===== config.mk =====
export PLATFORM = sky130hd
export DESIGN_NAME = bus_out_arbiter
export DESIGN_NICKNAME = d
export VERILOG_FILES = /design/src/rtl/a2bus_pkg.sv /design/src/rtl/prio_encoder.sv /design/src/rtl/bus_out_arbiter.sv
export SDC_FILE = /design/constraint.sdc
export NUM_CORES = 1
export LEC_CHECK = 0
export CORE_UTILIZATION = 25
export DETAILED_ROUTE_END_ITERATION = 10
export SLEW_MARGIN = 15
export SYNTH_ARGS = -nofsm -noshare
export SYNTH_HDL_FRONTEND = slang
export SYNTH_HIERARCHICAL = 1
export SYNTH_SLANG_ARGS = --single-unit
export TNS_END_PERCENT = 30

===== constraint.sdc =====
create_clock -name clk_logic -period 4.85 [get_ports clk_logic]
set_clock_uncertainty 0.15 [all_clocks]
set_input_delay 1.455 -clock clk_logic [delete_from_list [all_inputs] [get_ports clk_logic]]
set_output_delay 1.455 -clock clk_logic [all_outputs]
set_load 0.05 [all_outputs]

===== src/rtl/a2bus_pkg.sv =====
// Shared definitions for the Apple II bus-side blocks: output arbiter FSM
// states, conflict counter width and a saturating increment helper.
package a2bus_pkg;

  localparam int CONFLICT_CNT_W = 8;

  typedef enum logic [1:0] {
    IDLE  = 2'd0,
    DRIVE = 2'd1,
    HOLD  = 2'd2
  } bus_out_state_t;

  // Saturating increment; the counter sticks at all-ones instead of wrapping.
  function automatic logic [CONFLICT_CNT_W-1:0] sat_inc(
    input logic [CONFLICT_CNT_W-1:0] i_val
  );
    logic [CONFLICT_CNT_W-1:0] w_res;
    w_res = (&i_val) ? i_val : i_val + 1'b1;
    return w_res;
  endfunction

endpackage


===== src/rtl/prio_encoder.sv =====
// Fixed-priority encoder: one-hot lowest-index request, plus flags for
// "any request" and "more than one request".
module prio_encoder #(
  parameter int N = 4
) (
  input  logic [N-1:0] i_req,
  output logic [N-1:0] o_grant,
  output logic         o_any,
  output logic         o_multi
);

  logic w_seen;

  always_comb begin
    o_grant = '0;
    o_multi = 1'b0;
    w_seen  = 1'b0;
    for (int i = 0; i < N; i++) begin
      if (i_req[i]) begin
        if (w_seen) begin
          o_multi = 1'b1;
        end else begin
          o_grant[i] = 1'b1;
        end
        w_seen = 1'b1;
      end
    end
    o_any = w_seen;
  end

endmodule


===== src/rtl/bus_out_arbiter.sv =====
// Arbitrates slot-card requests to drive the Apple II data bus during Phi0,
// holds the bus briefly past Phi1 rise, counts contention and merges IRQs.
module bus_out_arbiter
  import a2bus_pkg::*;
#(
  parameter int NUM_REQ             = 4,
  parameter int HOLD_CYCLES         = 2,
  parameter int BUS_DATA_OUT_ENABLE = 1,
  parameter int IRQ_OUT_ENABLE      = 1
) (
  input  logic                      clk_logic,
  input  logic                      system_reset_n,
  input  logic                      phi1_posedge,
  input  logic                      phi1_negedge,
  input  logic [NUM_REQ-1:0]        rd_en_i,
  input  logic [NUM_REQ*8-1:0]      data_i,
  input  logic [NUM_REQ-1:0]        irq_n_i,
  input  logic [NUM_REQ-1:0]        irq_mask_i,
  output logic                      d_dir_o,
  output logic [7:0]                data_o,
  output logic                      irq_n_o,
  output logic [NUM_REQ-1:0]        grant_o,
  output logic [CONFLICT_CNT_W-1:0] conflict_cnt_o
);

  localparam int HOLD_W = (HOLD_CYCLES > 1) ? $clog2(HOLD_CYCLES) : 1;
  localparam logic [HOLD_W-1:0] HOLD_LOAD =
    HOLD_W'((HOLD_CYCLES > 0) ? HOLD_CYCLES - 1 : 0);
  localparam logic DIR_ON = (BUS_DATA_OUT_ENABLE != 0);

  bus_out_state_t r_state;
  bus_out_state_t w_nextState;

  logic                      r_phi0;
  logic                      r_dir;
  logic [7:0]                r_data;
  logic [NUM_REQ-1:0]        r_grant;
  logic [HOLD_W-1:0]         r_holdCnt;
  logic                      r_contended;
  logic [CONFLICT_CNT_W-1:0] r_conflictCnt;
  logic                      r_irqN;

  logic [NUM_REQ-1:0] w_encGrant;
  logic               w_any;
  logic               w_multi;
  logic [NUM_REQ-1:0] w_sel;
  logic [7:0]         w_selData;
  logic               w_start;
  logic               w_contendNow;
  logic               w_irqActive;

  prio_encoder #(
    .N (NUM_REQ)
  ) u_prio (
    .i_req   (rd_en_i),
    .o_grant (w_encGrant),
    .o_any   (w_any),
    .o_multi (w_multi)
  );

  // A request landing on the same cycle as Phi1 rise is too late to be served.
  assign w_start      = (r_state == IDLE) && w_any && r_phi0 && !phi1_posedge;
  assign w_contendNow = w_multi || (|(rd_en_i & ~r_grant));
  assign w_sel        = (r_state == IDLE) ? w_encGrant : r_grant;

  always_comb begin
    w_selData = '0;
    for (int i = 0; i < NUM_REQ; i++) begin
      if (w_sel[i]) begin
        w_selData = w_selData | data_i[8*i +: 8];
      end
    end
  end

  always_comb begin
    w_nextState = r_state;
    case (r_state)
      IDLE: begin
        if (w_start) begin
          w_nextState = DRIVE;
        end
      end
      DRIVE: begin
        if (phi1_posedge) begin
          w_nextState = (HOLD_CYCLES == 0) ? IDLE : HOLD;
        end
      end
      HOLD: begin
        if (r_holdCnt == '0) begin
          w_nextState = IDLE;
        end
      end
      default: w_nextState = IDLE;
    endcase
  end

  always_ff @(posedge clk_logic or negedge system_reset_n) begin
    if (!system_reset_n) begin
      r_state <= IDLE;
    end else begin
      r_state <= w_nextState;
    end
  end

  always_ff @(posedge clk_logic or negedge system_reset_n) begin
    if (!system_reset_n) begin
      r_phi0 <= 1'b0;
    end else if (phi1_posedge) begin
      r_phi0 <= 1'b0;
    end else if (phi1_negedge) begin
      r_phi0 <= 1'b1;
    end
  end

  always_ff @(posedge clk_logic or negedge system_reset_n) begin
    if (!system_reset_n) begin
      r_dir         <= 1'b0;
      r_data        <= 8'h00;
      r_grant       <= '0;
      r_holdCnt     <= '0;
      r_contended   <= 1'b0;
      r_conflictCnt <= '0;
    end else begin
      case (r_state)
        IDLE: begin
          if (w_start) begin
            r_grant     <= w_encGrant;
            r_dir       <= DIR_ON;
            r_data      <= w_selData;
            r_contended <= 1'b0;
          end
        end
        DRIVE: begin
          // Cards may settle their byte late in Phi0, so keep re-sampling.
          r_data <= w_selData;
          if (w_contendNow) begin
            r_contended <= 1'b1;
          end
          if (phi1_posedge) begin
            if (r_contended || w_contendNow) begin
              r_conflictCnt <= sat_inc(r_conflictCnt);
            end
            r_holdCnt <= HOLD_LOAD;
            if (HOLD_CYCLES == 0) begin
              r_dir   <= 1'b0;
              r_grant <= '0;
            end
          end
        end
        HOLD: begin
          if (r_holdCnt == '0) begin
            r_dir   <= 1'b0;
            r_grant <= '0;
          end else begin
            r_holdCnt <= r_holdCnt - HOLD_W'(1);
          end
        end
        default: begin
          r_dir   <= 1'b0;
          r_grant <= '0;
        end
      endcase
    end
  end

  assign w_irqActive = |(~irq_n_i & irq_mask_i);

  always_ff @(posedge clk_logic or negedge system_reset_n) begin
    if (!system_reset_n) begin
      r_irqN <= 1'b1;
    end else begin
      r_irqN <= (IRQ_OUT_ENABLE != 0) ? ~w_irqActive : 1'b1;
    end
  end

  assign d_dir_o        = r_dir;
  assign data_o         = r_data;
  assign grant_o        = r_grant;
  assign irq_n_o        = r_irqN;
  assign conflict_cnt_o = r_conflictCnt;

endmodule


==> key figures <==
Floorplanning
  – Initial Utilization: about a quarter
  – IO Pins: 70
  – Die width: just over 80 µm
  – FP Rows: 28
  – Die Y: just over 80 µm
  – Core area: a little under 6000 µm²
  – Die area: between 6000 and 7000 µm²

Outcome
  – Status: complete, no violations

Finish
  – Layout cells sized above 1: 9.59%
  – Fillcell total: a little under 600
  – Layout area overhead: 52.1%
  – Number of diodes: 0
  – Layout net count: between 200 and 300

Worst hold path
  – Worst Hold Class: reg -> reg

Worst setup path
  – Data arrival, critical path: about 3.4 ns
  – CP Launch Type: input pin
  – Crit end category: flop
  – Crit-path max FO: 16
  – Critical path class: in -> reg
  – Req. time, crit path: a little under 5 ns

CTS
  – CTS Buf Count: 3
  – CTS resizes: 0
  – Post-CTS Setup Repair Bufs: 0
  – Skew-Pair Late Insertion Delay: 0.27 ns
  – Clock root buffer: clkbuf_8
  – Clock tree sinks: 27
  – CTS tree: yes
  – Clk buf depth: 2
  – Cts hold-fix bufs: 0
  – H-tree Lvls: 1
  – Clk pin slew, worst setup/hold paths: about 0.090 ns

STA
  – Count of final max-slew check failures: 0
  – Final worst setup slack: 1.40 ns
  – Fin crit share: a little under three quarters
  – Final Hold Vio Count: 0
  – Setup TNS Final: 0 ns
  – Worst Tran Pin Value: roughly 0.55 ns
  – Worst slew margin: ~63%
  – Final setup violation count: 0
  – Minimum clock period: 3.45 ns
  – Max Freq: ~0.29 GHz
  – RSZ-0062 raised after global routing: no

Synth
  – Compound-Gate Fraction of Synth Area: about a quarter
  – Post-synth top flop: dfrtp_1
  – Register area share after synthesis: between 40% and 50%
  – Synth top area share: 42.2%
  – Netlist Area Pre-Place: 1540 µm²
  – Simple-gate share of the synthesized area: between 10% and 20%
  – Synthesized area per cell: a little over 10 µm²
  – Post-synthesis adder-cell area fraction: less than 1%
  – Post-synth EDFFs: 0
  – Mux contribution to synthesized area: between 4 and 5%
  – Largest family of logic cells by synthesized area: compound AO/OA/AOI/OAI gates
  – Synth Register Bits: 27
  – Post-Syn Instances: about 150
  – Yosys cell types: 39
  – Cell accounting for the most synthesized area: dfrtp_1
  – Largest cells by area after synthesis: dfrtp_1 42%, a221oi_2 7.8%, a22o_1 4.5%
  – Ys Warns: 6
  – Synth Area in XOR/XNOR: under 10%
  – Syn_nets: 200
  – FFs w/ async S/R, synth: 100%
  – Count leader, synth: dfrtp_1
  – Commonest cells in the netlist: 26 x dfrtp_1, 17 x nand2_1, 10 x nor2_1

Power and ir drop
  – Cell Pwr Density: roughly 450 nW/µm²
  – Worst IR drop on VDD: roughly 0.26 mV
  – LEAKAGE: between 0.0009 and 0.001 µW
  – Total power: 1050 µW

GRT
  – Largest net degree at the start of global routing: 28
  – First-pass GRT wire length: between 6000 and 7000 µm
  – Initial antenna violation count: 0
  – Number of global-route vias before repair: between 1000 and 1500
  – Total GRT Usage: between 10% and 20%
  – Overflow after GRT: 0

Detailed routing
  – Routed vias/inst: 4.79
  – ANT nets after route: 0
  – Met3 wire len: 222 µm
  – Highest Signal Layer: met4
  – Met1 Wirelength: around 1900 µm
  – Residual DRC: 0
  – 1st-iter DRT viols: 79
  – Via count: approximately 1400
  – Routed len/inst: between 10 and 15 µm
  – DRT Pass-1 Iters: 4
  – Met2 routed WL: 1740 µm
  – Routed WL: a little under 4000 µm

Job
  – Max-Cap Viols: 0

Placement
  – Number of port buffers: 69
  – Pre-CTS WS: 1.15 ns
  – GP Congestion: 0.839
  – Dpl hpwl: 3020 µm
==> power breakdown <==
group | internal (µW) | switching, µW
sequential | 293 | 74.9
clock | 57.6 | 72.1
combinational | 223 | 333
total | 574 | 480
==> flip-flops by register name, indices dropped and copies added, names as in the netlist <==
name            flops
r_state             2
grant_o             4
conflict_cnt_o      8
irq_n_o             1
r_holdCnt           1
data_o              8
d_dir_o             1
r_contended         1
r_phi0              1
==> per-stage QoR <==
step                instance area [µm²]  hold slack [ns]  utilization, %  cells
floorplan                          1540            0.310               -    151
detailed placement                 2300            0.332            38.9    290
global route                       2350            0.373            39.6    294
CTS                                2350            0.356            39.6    294
global placement                   2300            0.316            38.9    290
finish                             2350            0.351            39.6    294
==> layout by cell type, fill, tap and decap left out, drive strengths merged, types with 5 or more instances in the layout <==
| master | Yosys | final |
|---|---|---|
| nand2 | 17 | 17 |
| clkdlybuf4s50 | 0 | 69 |
| xor2 | 7 | 7 |
| a22o | 8 | 8 |
| nor2 | 11 | 11 |
| inv | 9 | 9 |
| o21ai | 12 | 12 |
| dfrtp | 26 | 26 |
| mux2 | 5 | 5 |
| nor3b | 5 | 5 |
| a221oi | 9 | 9 |
==> kinds of logic (layout without fill, tap and decap cells) <==
| group | Yosys count | in the layout |
|---|---|---|
| simple gates | 49 | 49 |
| compound gates | 46 | 46 |
| xor+xnor | 7 | 7 |
| buf+inv | 16 | 84 |
| fa+ha+maj | 1 | 1 |
| flops | 27 | 27 |
| mux | 5 | 5 |
==> cell type report <==
class                           count  area [µm²]  share of cell area [%]
Multi-Input combinational cell    108         795                    33.8
Clock buffer                        3        41.3                    1.76
Tap cell                           75        93.8                    4.00
Timing Repair Buffer               70         698                    29.7
Inverter                           10        37.5                    1.60
Clock inverter                      1        5.00                   0.213
Sequential cell                    27         677                    28.8
==> path summary, 6_finish.rpt <==
check | cells past startpoint | slack (ns) | end | startpoint
setup / recovery | 6 | 1.40 | data_o[2] | rd_en_i[0]
hold / removal | 2 | 0.35 | data_o[1] | data_o[1]
setup reg to reg | 4 | 2.75 | data_o[6] | r_state[1]
hold reg to reg | 2 | 0.35 | data_o[1] | data_o[1]
max in group asynchronous | 2 | 2.84 | irq_n_o | system_reset_n
min in group asynchronous | 2 | 1.41 | conflict_cnt_o[2] | system_reset_n
==> worst max-delay path, stage by stage <==
cell             delay, ns
clkdlybuf4s50_1       0.54
or4_1                 0.52
nand2_1               0.09
or2_1                 0.24
a21o_1                0.45
o21ai_1               0.14
==> metal layers <==
layer	vias up	global-route usage, %
li1	691	-
met1	672	18.1
met2	40	20.8
met4	0	2.50
met5	-	0
met3	4	1.82
No activity file was read; power rests on OpenSTA's default activity.
